`src/rtl/yarp_pc_gen.sv`:
```
// Fetch program-counter generator: sequential advance, branch/jump redirects,
// trap vectoring and redirects deferred across data-cache stalls.
module yarp_pc_gen #(
  parameter logic [31:0] RESET_PC = 32'h0000_1000,
  parameter int unsigned CNT_W    = 32
) (
  input  logic             clk,
  input  logic             reset_n,
  input  logic             stall_i,
  input  logic             redirect_valid_i,
  input  logic [31:0]      redirect_pc_i,
  input  logic             trap_i,
  input  logic [31:0]      trap_vec_i,
  output logic [31:0]      pc_o,
  output logic [31:0]      next_pc_o,
  output logic             pc_valid_o,
  output logic             flush_o,
  output logic             misaligned_o,
  output logic [CNT_W-1:0] fetch_cnt_o
);

  typedef enum logic [1:0] {
    S_BOOT,
    S_RUN,
    S_HOLD,
    S_PEND
  } state_e;

  state_e           state_q, state_d;
  logic [31:0]      pc_q, pc_d;
  logic [31:0]      pend_pc_q, pend_pc_d;
  logic             pend_mis_q, pend_mis_d;
  logic             valid_q;
  logic             flush_q, flush_d;
  logic             mis_q, mis_d;
  logic [CNT_W-1:0] cnt_q, cnt_d;

  logic [31:0] trap_pc;
  logic        redir_mis;

  assign trap_pc   = {trap_vec_i[31:2], 2'b00};
  assign redir_mis = (redirect_pc_i[1:0] != 2'b00);

  // Priority mux: trap > deferred redirect > live redirect > stall > advance.
  always_comb begin
    // NOTE: every signal gets a default first so no path leaves it unassigned
    // and no latch is inferred.
    state_d    = state_q;
    pc_d       = pc_q;
    pend_pc_d  = pend_pc_q;
    pend_mis_d = pend_mis_q;
    flush_d    = 1'b0;
    mis_d      = 1'b0;
    cnt_d      = cnt_q;

    if (state_q == S_RUN && !stall_i) begin
      cnt_d = cnt_q + CNT_W'(1);
    end

    if (state_q == S_BOOT) begin
      pc_d    = RESET_PC;
      state_d = S_RUN;
    end else if (trap_i) begin
      pc_d       = trap_pc;
      flush_d    = 1'b1;
      pend_pc_d  = '0;
      pend_mis_d = 1'b0;
      state_d    = stall_i ? S_HOLD : S_RUN;
    end else if (state_q == S_PEND && !stall_i) begin
      // A misaligned target captured while stalled vectors to the trap handler.
      pc_d       = pend_mis_q ? trap_pc : pend_pc_q;
      mis_d      = pend_mis_q;
      flush_d    = 1'b1;
      pend_mis_d = 1'b0;
      state_d    = S_RUN;
    end else if (redirect_valid_i && !stall_i) begin
      pc_d    = redir_mis ? trap_pc : redirect_pc_i;
      mis_d   = redir_mis;
      flush_d = 1'b1;
      state_d = S_RUN;
    end else if (redirect_valid_i) begin
      // Youngest redirect wins if several arrive during one stall.
      pend_pc_d  = redirect_pc_i;
      pend_mis_d = redir_mis;
      state_d    = S_PEND;
    end else if (stall_i) begin
      if (state_q != S_PEND) begin
        state_d = S_HOLD;
      end
    end else begin
      pc_d    = pc_q + 32'd4;
      state_d = S_RUN;
    end
  end

  // NOTE: sequential state uses non-blocking assignments only, so every
  // register samples the values from before the edge.
  always_ff @(posedge clk or negedge reset_n) begin
    if (!reset_n) begin
      state_q    <= S_BOOT;
      pc_q       <= RESET_PC;
      pend_pc_q  <= '0;
      pend_mis_q <= 1'b0;
      valid_q    <= 1'b0;
      flush_q    <= 1'b0;
      mis_q      <= 1'b0;
      cnt_q      <= '0;
    end else begin
      state_q    <= state_d;
      pc_q       <= pc_d;
      pend_pc_q  <= pend_pc_d;
      pend_mis_q <= pend_mis_d;
      valid_q    <= 1'b1;
      flush_q    <= flush_d;
      mis_q      <= mis_d;
      cnt_q      <= cnt_d;
    end
  end

  assign pc_o         = pc_q;
  assign next_pc_o    = pc_d;
  assign pc_valid_o   = valid_q;
  assign flush_o      = flush_q;
  assign misaligned_o = mis_q;
  assign fetch_cnt_o  = cnt_q;

endmodule

```
`config.mk`:
```
export PLATFORM = sky130hd
export DESIGN_NAME = yarp_pc_gen
export DESIGN_NICKNAME = d
export VERILOG_FILES = /design/src/rtl/yarp_pc_gen.sv
export SDC_FILE = /design/constraint.sdc
export NUM_CORES = 1
export LEC_CHECK = 0
export ABC_AREA = 1
export BUFFER_PORTS_ARGS = -buffer_cell sky130_fd_sc_hd__buf_4
export CAP_MARGIN = 15
export CORE_MARGIN = 2
export CORE_UTILIZATION = 30
export CTS_CLUSTER_SIZE = 30
export DETAILED_ROUTE_END_ITERATION = 8
export SETUP_SLACK_MARGIN = 0.3
export SYNTH_ARGS = -nofsm -noshare
export SYNTH_HDL_FRONTEND = slang
export SYNTH_SLANG_ARGS = --single-unit
```
`constraint.sdc`:
```
create_clock -name clk -period 1.8 [get_ports clk]
set_clock_uncertainty 0.1 [all_clocks]
set_input_delay 0.18 -clock clk [delete_from_list [all_inputs] [get_ports clk]]
set_output_delay 0.18 -clock clk [all_outputs]
set_load 0.005 [all_outputs]
```
==> summary.txt, run 1 <==
Status
  • Outcome: finished, violations left
  • Failing checks: setup timing

Placement
  • HPWL Detailed: 17700 um
  • Placed instance area: 0.00896 mm^2
  • RD Place Congestion: 0.957
  • Port Buffers: 165

Clock network
  • Clock sinks: 102
  • Clk root buf: clkbuf_16
  • CTS tree: done
  • Total CTS buffers: 9
  • Clock slew seen by the registers of the worst setup and hold paths: 0.08 ns
  • Clock tree buffer depth: 2
  • Worst-Skew Late Latency: 0.36 ns
  • H-tree levels: 3

Critical path
  • RR Startpoint: pc_o[4]
  • Worst path top cell family by delay: simple AND/OR/NAND/NOR gates
  • WP data arrival: 2.10 ns
  • Crit path cell chain: nand2_4, nor2_4, nand3_4, inv_4, nand3_4, nor2_4, or2_4, nand3_2, a21oi_2, buf_4
  • Critical path type: flop to output port
  • Stages on the worst setup path: 10
  • Required @ worst endpoint: 1.52 ns
  • Slowest cell on crit path: dfstp_2
  • Worst setup endpoint: next_pc_o[17]
  • Worst reg2reg path depth: 13
  • Flop-to-flop setup slack: -0.41 ns
  • Worst setup SP type: flop
  • R2r endpoint: pc_o[12]
  • Worst path bufs/invs: 2
  • Crit. Startpoint: pc_o[12]
  • Worst Path Max Fanout: 3
  • Crit-path max cell delay: 0.59 ns
  • Critical Path End Type: output port

Route
  • WL final: 25300 um
  • DRC: 0
  • Routed Antenna Nets: 0
  • Drt first-iter violations: 463
  • Vias per inst: 4.98
  • TritonRoute pass-1 iters: 6
  • Post-DR wirelength/cell: 16.6 um
  • DR vias: 7607

Final layout
  • Design area: 0.0112 mm^2
  • Storage cell area: 0.00256 mm^2
  • Final core utilization: 55.4%
  • Fillers: 1831
  • Layout cells sized above 1: 48.5%
  • Multi-input logic area: 0.00406 mm^2
  • Final layout net count: 1325
  • Antenna Cells: 0
  • Layout area overhead: 80.8%

Floorplanning
  • Starting Density: 30.6%
  • Core outline area: 0.0203 mm^2
  • Num rows: 52
  • IO Count: 168
  • Die ar.: 0.0219 mm^2
  • Die Wd: 148 um
  • Chip height: 148 um

Timing
  • Min cycle time layout: 2.38 ns
  • Peak Freq: 419 MHz
  • Setup-failing EPs final: 52
  • Worst hold slack: 0.0101 ns
  • Post-route setup TNS: -15.89 ns
  • Max Transition Viols Final: 0
  • Crit share post-route: 132%
  • Final worst setup slack: -0.585 ns
  • Fin. Hold Viols: 0
  • RSZ-0062 raised after global routing: true

GRT
  • Total congestion overflow: 0
  • Vias in the first global route: 7383
  • Initial antenna violation count: 0
  • First-pass GRT wire length: 38500 um
  • Gr usage total: 22.5%
  • Pin count of the biggest net entering global routing: 37

Power and ir drop
  • PwrDens: 711 mW/mm^2
  • Peak supply drop: 0.513 mV
  • Tot Pwr: 7.99 mW
  • Leakage power figure: 5.39 nW

Yosys
  • Most frequent cell after synthesis: nand2_1
  • Prevailing post-synth register cell: dfrtp_1
  • Syn. warnings: 0
  • Mapped Nets: 930
  • Syn avg cell area: 7.23 um^2
  • Synth top area cells: dfrtp_1, nand2_1, o21ai_0
  • Ys async rst share: 100%
  • Post-Syn Instances: 859
  • Mapped cell area: 0.00621 mm^2
  • Top cell type's share of synthesized area: 40.7%
  • Cell variety after synth: 44
  • Number of enable flip-flop cells after synthesis: 0
  • Synth area leader: dfrtp_1
  • Post-synthesis register bit count: 102
  • Seq/Total Area, Yosys: 41.1%
  • Post-synth top cells: nand2_1, nor2_1, o21ai_0

Min path
  • Hold WC Path Type: primary input to flop

Job
  • # Max-Cap Violations: 0
## flip-flops by register name, summed over array words and instances (netlist names)
name	cells
pend_mis_q	1
pc_valid_o	1
pc_o	32
misaligned_o	1
fetch_cnt_o	32
flush_o	1
pend_pc_q	32
state_q	2
## worst min-delay path by stage
stage,cells after the start,to,slack (ns),from
6_report,3,pend_pc_q[13],0.01,redirect_pc_i[13]
5_1_grt,3,pend_pc_q[20],0.01,redirect_pc_i[20]
4_1_cts,3,pend_pc_q[28],0.00006,redirect_pc_i[28]
3_5_place_dp,1,fetch_cnt_o[6],0.08,reset_n
3_3_place_gp,1,fetch_cnt_o[6],0.08,reset_n
2_1_floorplan,0,fetch_cnt_o[0],-0.22,reset_n
## timing repair
action                                  4_1_cts  5_1_grt
hold buffers                                 25        0
setup buffers                                58       26
pin swaps                                    70       77
endpoints found under the setup margin      114      120
gates resized for setup                     185       89
cloned                                        3        0
hold endpoints to repair                     54        0
## power breakdown
| group | switching [mW] | internal [mW] |
|---|---|---|
| Sequential | 0.209 | 2.56 |
| Combinational | 1.56 | 1.58 |
| Clock | 0.983 | 1.09 |
## cell families after synthesis
logic type	after synthesis	share of synthesized area [%]
buffers and inverters	129	7.99
adder cells (fa/ha/maj)	2	0.403
flip-flops	102	41.1
other	1	0.0603
XOR/XNOR	33	4.65
AO/OA/AOI/OAI	204	18.1
AND/OR/NAND/NOR	388	27.7
## layout by cell type, fill, tap and decap left out, types with 6 or more instances in the layout
cell type,count
a21oi_1,29
a21oi_2,20
buf_12,13
buf_4,324
buf_6,50
clkbuf_16,9
dfrtp_1,99
dlygate4sd3_1,25
inv_1,77
inv_2,16
nand2_1,129
nand2_2,27
nand2_4,6
nand3_1,30
nand3_2,13
nand4_1,18
nor2_1,87
nor2_2,12
nor2_4,30
nor3_1,9
nor3_2,7
o211ai_1,23
o21ai_0,71
o21ai_1,8
o21ai_2,22
xnor2_2,6
xor2_1,21
## metrics by stage
step	setup WS [ns]	std cells
after global placement	-0.281	1401
after global routing	-0.663	1529
after floorplan	0.00988	859
after detailed placement	-0.339	1401
final	-0.585	1529
after CTS	-0.578	1503
## layer usage
metal  global-route usage [%]  routed length [um]  up-vias
met5                        0                   0        -
met4                     9.90                 954        0
met3                     3.43                1660       57
met2                     37.2               12200      310
met1                     29.2               10500     3602
li1                         -                   -     3638
## worst register-to-register path, cell delays in order (launching register included)
cell and delay, ns:
dfrtp_1 0.43, nand2_1 0.12, nor2_4 0.16, nand4_1 0.10, buf_4 0.16, o21ai_0 0.18
o22ai_1 0.09, nand2_1 0.08, nand3_2 0.11, buf_6 0.14, buf_4 0.12, buf_4 0.12
buf_4 0.12, buf_4 0.12
## cell type report
| type | count | share of cell area (%) |
|---|---|---|
| clock inverter | 6 | 0.635 |
| inverter | 96 | 3.30 |
| tap | 270 | 3.01 |
| multi-input combinational | 628 | 36.2 |
| clock buffer | 10 | 2.04 |
| timing repair buffer | 417 | 32.1 |
| sequential | 102 | 22.7 |
(Power assumes the default switching activity.)
==> run 2, diff against run 1 <==
==> constraint.sdc (replaced) <==
create_clock -name clk -period 2.3 [get_ports clk]
set_clock_uncertainty 0.1 [all_clocks]
set_input_delay 0.23 -clock clk [delete_from_list [all_inputs] [get_ports clk]]
set_output_delay 0.23 -clock clk [all_outputs]
set_load 0.005 [all_outputs]
==> run 2 against run 1 <==
  * The flow still finishes with violations (setup timing)
  * Critical endpoint is now next_pc_o[20]
  * Routed wire length down 7.3%
  * Global-route usage shrank 1.3 points
  * Die area did not move
  * First-iteration DRC count rose by 0.22%
  * Flip-flop and latch count is the same
  * Worst setup slack better by 0.47 ns
  * Final cell count down 8.8%
  * Register-to-register slack improved by 0.33 ns
  * Worst hold slack better by 0.029 ns
  * Utilization is 7.5 points lower
  * Sequential power decreased by 20%
==> summary.txt, run 2 (synthesis gave the netlist of run 1 again) <==
Status
  • Outcome: finished, violations left (unchanged)
  • Failing checks: setup timing (unchanged)

Critical path
  • Critical path type: flop to output port (unchanged)
  • Stages on the worst setup path: 9 (was 10)
  • R2r endpoint: pc_o[11] (was pc_o[12])
  • Worst path bufs/invs: 3 (was 2)
  • Crit. Startpoint: pc_o[12] (unchanged)
  • Worst setup endpoint: next_pc_o[20] (was next_pc_o[17])
  • RR Startpoint: pc_o[6] (was pc_o[4])
  • Slowest cell on crit path: dfstp_2 (unchanged)
  • Cell mode on critical path: buf_4
  • Flop-to-flop setup slack: -0.08 ns (was -0.41 ns)
  • Critical Path End Type: output port (unchanged)
  • Crit path cell chain: buf_4, nand3_4, nor2_2, buf_4, nand2_1, xnor2_1, nand2_1, a31oi_2, buf_4 (was nand2_4, nor2_4, nand3_4, inv_4, nand3_4, nor2_4, or2_4, nand3_2, a21oi_2, buf_4)
  • Worst path top cell family by delay: flip-flops (was simple AND/OR/NAND/NOR gates)
  • Crit-path max cell delay: 0.57 ns (was 0.59 ns)
  • Required @ worst endpoint: 1.97 ns (was 1.52 ns)
  • Worst Path Max Fanout: 3 (unchanged)
  • WP data arrival: 2.09 ns (was 2.10 ns)
  • Worst reg2reg path depth: 14 (was 13)
  • Worst setup SP type: flop (unchanged)

Route
  • Vias per inst: 4.98 (about the same)
  • DR vias: 6939 (was 7607)
  • WL final: 23500 um (was 25300 um)
  • Drt first-iter violations: 464 (was 463)
  • Post-DR wirelength/cell: 16.9 um (was 16.6 um)
  • TritonRoute pass-1 iters: 5 (was 6)
  • DRC: 0 (unchanged)
  • Routed Antenna Nets: 0 (unchanged)

Power and ir drop
  • Pint: 3.90 mW (was 5.24 mW)
  • PwrDens: 610 mW/mm^2 (was 711 mW/mm^2)
  • Peak supply drop: 0.543 mV (was 0.513 mV)
  • Seq pwr share: 37.2% (was 34.7%)
  • Clock power share: 27.9% (was 26.0%)
  • NetSw: 2.03 mW (was 2.76 mW)
  • Sw frac: 34.2% (was 34.5%)
  • Leakage power figure: 4.58 nW (was 5.39 nW)
  • Comb pwr share: 34.9% (was 39.4%)

Timing
  • Worst hold slack: 0.0388 ns (was 0.0101 ns)
  • Crit share post-route: 105%
  • RSZ-0062 raised after global routing: true (unchanged)
  • Final worst setup slack: -0.118 ns (was -0.585 ns)
  • Max Transition Viols Final: 0 (unchanged)
  • Setup-failing EPs final: 20 (was 52)
  • Min cycle time layout: 2.42 ns
  • Fin. Hold Viols: 0 (unchanged)
  • Peak Freq: 414 MHz
  • Post-route setup TNS: -1.19 ns (was -15.89 ns)

Floorplanning
  • IO Count: 168 (unchanged)
  • Num rows: 52 (unchanged)
  • Core outline area: 0.0203 mm^2 (unchanged)
  • Die ar.: 0.0219 mm^2 (unchanged)
  • Die Wd: 148 um (unchanged)
  • Starting Density: 30.6% (unchanged)
  • Chip height: 148 um (unchanged)

Final layout
  • Most common cell after layout, fill and taps aside: buf_4 (unchanged)
  • Most frequent cells in the layout: buf_4, nand2_1, dfrtp_1 (unchanged)
  • Antenna Cells: 0 (unchanged)
  • Final layout net count: 1190 (was 1325)
  • Layout cells sized above 1: 40.4% (was 48.5%)
  • Finished Layout Cells: 1394 (was 1529)
  • Layout area overhead: 56.4% (was 80.8%)

Clock network
  • Worst-Skew Late Latency: 0.36 ns (about the same)
  • Clock sinks: 102 (unchanged)
  • Clock tree buffer depth: 2 (unchanged)
  • H-tree levels: 3 (unchanged)
  • Clk root buf: clkbuf_16 (unchanged)
  • CTS tree: done (unchanged)
  • Clock slew seen by the registers of the worst setup and hold paths: 0.08 ns (about the same)
  • Total CTS buffers: 9 (unchanged)

Job
  • # Max-Cap Violations: 0 (unchanged)

Placement
  • Placed cell count: 1318 (was 1401)
  • RD Place Congestion: 0.867 (was 0.957)
  • Pre-CTS WS: -0.00210 ns (was -0.339 ns)
  • HPWL Detailed: 17100 um (was 17700 um)
  • Port Buffers: 165 (unchanged)

GRT
  • Gr usage total: 21.2% (was 22.5%)
  • Pin count of the biggest net entering global routing: 57 (was 37)
  • First-pass GRT wire length: 36200 um (was 38500 um)
  • Initial antenna violation count: 0 (unchanged)
  • Vias in the first global route: 6721 (was 7383)
  • Total congestion overflow: 0 (unchanged)

Min path
  • Worst Hold Launch: redirect_pc_i[10] (was redirect_pc_i[13])
  • Hold WC Path Type: primary input to flop (unchanged)
-- run 2: cell types whose count changed in the layout (fill, tap and decap cells not counted), moves of 13 or more --
cell           change
buf_4             -79
buf_6             -28
dlygate4sd3_1     -24
nand2_1           +13
o21ai_0           +18
o21ai_2           -13
-- run 2: worst register-to-register path, stage by stage, from the launching register on --
cell and delay, ns:
dfrtp_1 0.43, nand2_2 0.12, nor2_4 0.18, nand3_2 0.13, o21ai_1 0.16, nand2_1 0.06, o21ai_0 0.15, a21oi_1 0.11
buf_4 0.14, buf_4 0.12, buf_4 0.12, buf_4 0.12, buf_4 0.12, buf_4 0.12, buf_4 0.12
-- run 2: layout make-up --
type | instances | area [um^2]
clock buffer | 10 | 239
clock inverter | 6 | 76.3
fill | 2005 | 10600
inverter | 96 | 375
multi-input combinational | 628 | 3740
sequential | 102 | 2560
tap | 270 | 338
timing repair buffer | 282 | 2380
-- run 2: worst min path at each step --
stage / end / slack [ns] / cells past startpoint
2_1_floorplan: fetch_cnt_o[0] / -0.17 / 0
3_3_place_gp: fetch_cnt_o[3] / 0.04 / 1
3_5_place_dp: fetch_cnt_o[3] / 0.04 / 1
4_1_cts: pend_pc_q[10] / 0.03 / 3
5_1_grt: pend_pc_q[10] / 0.04 / 3
6_report: pend_pc_q[10] / 0.04 / 3
-- run 2: power groups by stage --
stage,Clock (mW),Combinational [mW],Sequential (mW)
after global routing,1.76,2.24,2.24
after detailed placement,0,1.62,2.22
after floorplan,0,0.675,2.23
after CTS,1.69,1.94,2.20
final,1.65,2.07,2.21
after global placement,0,1.60,2.22
-- run 2: repair_timing --
item,CTS,global route
setup endpoints to repair,51,42
gates cloned,1,0
resized for setup,143,64
buffers inserted,38,20
pin swaps,51,40
endpoints found under the hold margin,18,0
hold buffers,1,0
-- run 2: metrics by stage --
step / power [mW] / utilization (%) / cell area (um^2)
CTS: 5.83 / 45.9 / 9320
global route: 6.24 / 47.9 / 9720
detailed placement: 3.84 / 40.1 / 8140
global placement: 3.82 / 40.1 / 8140
floorplan: 2.90 / - / 6210
finish: 5.93 / 47.9 / 9720
-- run 2: per-layer routing --
| layer | global-route usage (%) | routed length [um] |
|---|---|---|
| met3 | 4.20 | 1790 |
| met1 | 27.7 | 9940 |
| met4 | 8.76 | 782 |
| met5 | 0 | 0 |
| met2 | 34.4 | 11000 |
